--- src/rtl/wb_write_arbiter_pkg.sv ---
// Shared types and constants for the register-file write-port arbiter.
// Holds the zero-register id, write-source codes and the buffered request type.
package wb_write_arbiter_pkg;

    localparam logic [4:0] REG_ZERO    = 5'd0;
    localparam logic       RF_SRC_PIPE = 1'b0;
    localparam logic       RF_SRC_MC   = 1'b1;

    typedef struct packed {
        logic [4:0]  rd;
        logic [31:0] data;
    } wb_req_t;

endpackage

--- src/rtl/wb_result_fifo.sv ---
// Small FIFO of multi-cycle results with per-entry live bits.
// Ports: push/push_req/push_live in, pop in, kill/kill_reg in (clears live on
// every entry whose register matches), head/head_live/count/empty/full out.
import wb_write_arbiter_pkg::*;

module wb_result_fifo #(
    parameter int DEPTH = 2
) (
    input  logic                       clk,
    input  logic                       reset,
    input  logic                       push,
    input  logic                       push_live,
    input  wb_req_t                    push_req,
    input  logic                       pop,
    input  logic                       kill,
    input  logic [4:0]                 kill_reg,
    output wb_req_t                    head,
    output logic                       head_live,
    output logic [$clog2(DEPTH):0]     count,
    output logic                       empty,
    output logic                       full
);

    localparam int AW = $clog2(DEPTH);
    localparam int CW = AW + 1;

    wb_req_t          mem [DEPTH];
    logic [DEPTH-1:0] live;
    logic [AW-1:0]    wptr;
    logic [AW-1:0]    rptr;

    assign head      = mem[rptr];
    assign head_live = live[rptr];
    assign empty     = (count == '0);
    assign full      = (count == CW'(DEPTH));

    always_ff @(posedge clk) begin
        if (push) begin
            mem[wptr] <= push_req;
        end
    end

    always_ff @(posedge clk or negedge reset) begin
        if (!reset) begin
            live  <= '0;
            wptr  <= '0;
            rptr  <= '0;
            count <= '0;
        end else begin
            for (int i = 0; i < DEPTH; i++) begin
                if (kill && mem[i].rd == kill_reg) begin
                    live[i] <= 1'b0;
                end
            end
            // The push slot is never occupied, so this cannot undo a kill.
            if (push) begin
                live[wptr] <= push_live;
                wptr       <= wptr + 1'b1;
            end
            if (pop) begin
                rptr <= rptr + 1'b1;
            end
            unique case ({push, pop})
                2'b10:   count <= count + 1'b1;
                2'b01:   count <= count - 1'b1;
                default: count <= count;
            endcase
        end
    end

endmodule

--- src/rtl/wb_write_arbiter.sv ---
// Shares the register-file write port between pipeline writeback and a
// multi-cycle result stream; pipeline first, starved results force a bubble.
// Ports: pipe_* and mc_* request inputs, mc_ready/pipe_stall handshakes,
// registered rf_we/rf_waddr/rf_wdata/rf_src, fifo_count, sticky arb_conflict.
import wb_write_arbiter_pkg::*;

module wb_write_arbiter #(
    parameter int FIFO_DEPTH   = 2,
    parameter int STARVE_LIMIT = 4
) (
    input  logic                        clk,
    input  logic                        reset,
    input  logic                        pipe_reg_write,
    input  logic [4:0]                  pipe_write_reg,
    input  logic [31:0]                 pipe_write_data,
    input  logic                        mc_valid,
    output logic                        mc_ready,
    input  logic [4:0]                  mc_write_reg,
    input  logic [31:0]                 mc_write_data,
    output logic                        pipe_stall,
    output logic                        rf_we,
    output logic [4:0]                  rf_waddr,
    output logic [31:0]                 rf_wdata,
    output logic                        rf_src,
    output logic [$clog2(FIFO_DEPTH):0] fifo_count,
    output logic                        arb_conflict
);

    localparam int SW = $clog2(STARVE_LIMIT + 1);
    localparam logic [SW-1:0] LIM = SW'(STARVE_LIMIT);

    wb_req_t       head;
    wb_req_t       push_req;
    logic          head_live;
    logic          empty;
    logic          full;
    logic          eff_pipe;
    logic          grant_pipe;
    logic          pop;
    logic          push;
    logic          push_live;
    logic          conflict;
    logic [SW-1:0] starve;

    assign eff_pipe   = pipe_reg_write && (pipe_write_reg != REG_ZERO);
    assign mc_ready   = !full;
    // r0 results are accepted on the handshake but never stored.
    assign push       = mc_valid && mc_ready && (mc_write_reg != REG_ZERO);
    assign pop        = !empty && (pipe_stall || !eff_pipe);
    assign grant_pipe = eff_pipe && !pop;
    assign conflict   = eff_pipe && pipe_stall;
    // A same-cycle pipeline write to the same register is younger.
    assign push_live  = !(grant_pipe && (mc_write_reg == pipe_write_reg));
    assign push_req   = '{rd: mc_write_reg, data: mc_write_data};

    wb_result_fifo #(
        .DEPTH(FIFO_DEPTH)
    ) u_fifo (
        .clk       (clk),
        .reset     (reset),
        .push      (push),
        .push_live (push_live),
        .push_req  (push_req),
        .pop       (pop),
        .kill      (grant_pipe),
        .kill_reg  (pipe_write_reg),
        .head      (head),
        .head_live (head_live),
        .count     (fifo_count),
        .empty     (empty),
        .full      (full)
    );

    always_ff @(posedge clk or negedge reset) begin
        if (!reset) begin
            rf_we        <= 1'b0;
            rf_waddr     <= '0;
            rf_wdata     <= '0;
            rf_src       <= RF_SRC_PIPE;
            starve       <= '0;
            pipe_stall   <= 1'b0;
            arb_conflict <= 1'b0;
        end else begin
            if (pop) begin
                rf_we    <= head_live;
                rf_waddr <= head.rd;
                rf_wdata <= head.data;
                rf_src   <= RF_SRC_MC;
            end else if (grant_pipe) begin
                rf_we    <= 1'b1;
                rf_waddr <= pipe_write_reg;
                rf_wdata <= pipe_write_data;
                rf_src   <= RF_SRC_PIPE;
            end else begin
                rf_we <= 1'b0;
            end

            if (empty || pop) begin
                starve <= '0;
            end else if (starve != LIM) begin
                starve <= starve + 1'b1;
            end

            if (pop) begin
                pipe_stall <= 1'b0;
            end else if (starve == LIM) begin
                pipe_stall <= 1'b1;
            end

            if (conflict) begin
                arb_conflict <= 1'b1;
            end
        end
    end

endmodule

--- config.mk ---
export PLATFORM = sky130hd
export DESIGN_NAME = wb_write_arbiter
export DESIGN_NICKNAME = d
export VERILOG_FILES = /design/src/rtl/wb_write_arbiter_pkg.sv /design/src/rtl/wb_result_fifo.sv /design/src/rtl/wb_write_arbiter.sv
export SDC_FILE = /design/constraint.sdc
export NUM_CORES = 1
export LEC_CHECK = 0
export BUFFER_PORTS_ARGS = -buffer_cell sky130_fd_sc_hd__buf_4
export CAP_MARGIN = 15
export CORE_UTILIZATION = 48
export DETAILED_ROUTE_END_ITERATION = 16
export PLACE_DENSITY = 0.73
export SYNTH_ARGS = -nofsm -noshare
export SYNTH_HDL_FRONTEND = slang
export SYNTH_SLANG_ARGS = --single-unit
--- constraint.sdc ---
create_clock -name clk -period 3.06 [get_ports clk]
set_input_delay 0.612 -clock clk [delete_from_list [all_inputs] [get_ports clk]]
set_output_delay 0.612 -clock clk [all_outputs]
set_load 0.02 [all_outputs]
==> flow_summary.toml <==
[status]
outcome = "finished clean"

[grt]
grt_max_degree = 51
overflow = 0
antenna_found_initial = 0
gr-usage-all-layers_pct = 21.1
grt_pass1_wl_um = 17600
grt_pass1_vias = 3467

[synth]
synth_top_cell_by_area = "edfxtp_1"
synth_nets = 400
syn_inst = 319
avgSynthCellArea_um2 = 16.0
synthTopCellsByArea = "edfxtp_1 44%, dfrtp_1 25%, mux2i_1 8.1%"
ys_seq_elements = 124
netlist_area_mm2 = 0.00509
yosys.cell_types.count = 36
ys_async_sr_fraction_pct = 40.3
synth_edf_count = 74
yosysTopAreaCellShare_pct = 43.6
ys_warn_count = 0
yosysSeqAreaShare_pct = 68.2
synth_ff_type = "edfxtp_1"
synth_most_common_cell = "edfxtp_1"
synth_commonest_cells = "74 x edfxtp_1, 50 x dfrtp_1, 41 x mux2i_1, 40 x nand3_1, 30 x o221a_1"

[clock_network]
post-cts-setup-buffers = 0
clk_latency_ns = 0.50
cts.sinks = 124
cts_buffers = 17
cts_buffer_depth = 2
cts_resized = 0
postCtsHoldBufs = 0
clock-root-buffer = "clkbuf_8"
htree_num_levels = 4
clkTransAtPathRegs_ns = 0.06
cts_tree = "yes"

[timing]
slew_viol_final = 0
worst_slack_ns = 0.806
period_needed_ns = 2.25
maxClockFrequency_ghz = 0.444
relSlewSlack_pct = 24.8
fin_crit_sh_pct = 73.6
skew_ns = 0.0119
grt_setup_unrepaired = "false"
report.final.hold_viol_count = 0
hold_ws_ns = 0.155
tightest_slew_ns = 1.13
setup_viol = 0

[die]
core_mm2 = 0.0103
ios = 122
die_area_mm2 = 0.0110
die_x_um = 105
fp-row-count = 37
start_util_pct = 49.4
dieHeight_um = 105

[finish]
area_growth_pct = 31.7
final_area_mm2 = 0.00671
finalNetCount = 524
diodes = 0
drive_gt1_share_pct = 38.2

[setup_path]
start_kind = "flop"
critPathMaxFanout = 38
required_ns = 3.17
crit_family = "simple AND/OR/NAND/NOR gates"
endpoint_kind = "flop"
cp.arrival_ns = 2.36
r2r_cells = 3
path_class = "reg -> reg"
cpMaxStageDelayCell = "nor2_4"
worstSetupPathDepth = 3
cp_cell_sequence = "nand2b_1 > o211ai_1 > nor2_4"
slowest_delay_ns = 0.94
critPathBufInv = 0

[drt]
drtIter0Drc = 206
wirelength_um = 10800
firstDrtPassIters = 4
drc = 0
via_per_inst = 5.49
antenna_left = 0
dr_total_vias = 3249
wl_per_cell_um = 18.3

[placed_design]
place_area_mm2 = 0.00610
place_ws_ns = 0.492
dp_hpwl_um = 6880
port_buffers = 121
gp_congestion = 0.795

[pwr]
p_per_area_mw_per_mm2 = 999
p_int_mw = 4.55
ir_drop_v = 0.000481
p_clk_share_pct = 30.8
p_seq_share_pct = 38.9
p_comb_share_pct = 30.3
power.switching_mw = 2.15
p_leak_nw = 2.70
switching_share_pct = 32.1

[run]
max_cap_viol_count = 0

[min_path]
min_path_type = "in -> async"
-- layout by cell type (no fill, tap or decap), types with 2 or more instances in the layout --
| cell type | n |
|---|---|
| nor2_4 | 3 |
| edfxtp_1 | 74 |
| clkinv_2 | 2 |
| clkinv_4 | 2 |
| mux2i_1 | 41 |
| o41ai_1 | 2 |
| ha_1 | 3 |
| buf_4 | 127 |
| xnor2_1 | 13 |
| nand3_1 | 40 |
| clkinvlp_4 | 2 |
| o221a_2 | 7 |
| xor2_1 | 8 |
| nor3_1 | 3 |
| inv_1 | 4 |
| bufinv_16 | 4 |
| inv_6 | 3 |
| clkbuf_16 | 16 |
| o221a_1 | 30 |
| dfrtp_1 | 49 |
-- power by group through the flow --
stage,clock [mW],combinational (mW),sequential [mW]
after global placement,0,2.01,2.62
final,2.06,2.03,2.61
after CTS,2.09,2.06,2.61
after global routing,2.18,2.19,2.66
after floorplan,0,1.08,2.84
after detailed placement,0,2.06,2.64
-- logic make-up (layout without fill, tap and decap cells) --
| family | count (synthesis) | count (layout) | synth area share (%) |
|---|---|---|---|
| XOR/XNOR | 21 | 21 | 3.61 |
| flip-flops | 124 | 124 | 68.2 |
| buffers and inverters | 26 | 163 | 3.12 |
| multiplexers | 41 | 41 | 8.05 |
| adder cells (fa/ha/maj) | 3 | 3 | 0.737 |
| AO/OA/AOI/OAI | 48 | 48 | 10.3 |
| AND/OR/NAND/NOR | 56 | 56 | 5.97 |
-- per-stage QoR --
stage	total power [mW]	cells	util [%]	TNS, ns
final	6.70	592	65.0	0
after global routing	7.03	592	65.0	0
after CTS	6.77	592	65.0	0
after detailed placement	4.70	560	59.1	0
after global placement	4.63	560	59.1	0
after floorplan	3.92	319	-	-6.70
-- layer usage --
metal	track usage [%]	part of all wire, %	vias up
met5	0	0	-
met4	6.84	1.1	0
met3	5.43	4.5	12
met2	35.7	51	94
met1	26.6	43	1642
li1	-	-	1501
-- registers in the layout (all words and copies together) (netlist names) --
register      flops
arb_conflict      1
pipe_stall        1
rf_src            1
rf_waddr          5
rf_wdata         32
rf_we             1
starve            3
u_fifo.count      2
u_fifo.live       2
u_fifo.mem       74
u_fifo.rptr       1
u_fifo.wptr       1
-- area by class of cell --
type                       instances  area [um^2]
fill                             771         3610
clock buffer                      18          418
inverter                           4         15.0
multi-input combinational        169         1490
sequential                       124         3470
tap                              136          170
timing repair buffer             127          953
clock inverter                    14          193
-- worst paths after layout --
check	start	end	slack, ns
min reg2reg	arb_conflict$_DFFE_PN0P_	arb_conflict$_DFFE_PN0P_	0.49
min in group clk	mc_write_data[6]	u_fifo.mem[1][6]$_DFFE_PP_	0.29
max in group asynchronous	reset	u_fifo.rptr$_DFFE_PN0N_	2.41
max	u_fifo.count[0]$_DFFE_PN0P_	u_fifo.mem[0][33]$_DFFE_PP_	0.81
min	reset	rf_wdata[2]$_DFFE_PN0P_	0.15
max reg2reg	u_fifo.count[0]$_DFFE_PN0P_	u_fifo.mem[0][33]$_DFFE_PP_	0.81
No activity file was read; power rests on OpenSTA's default activity.
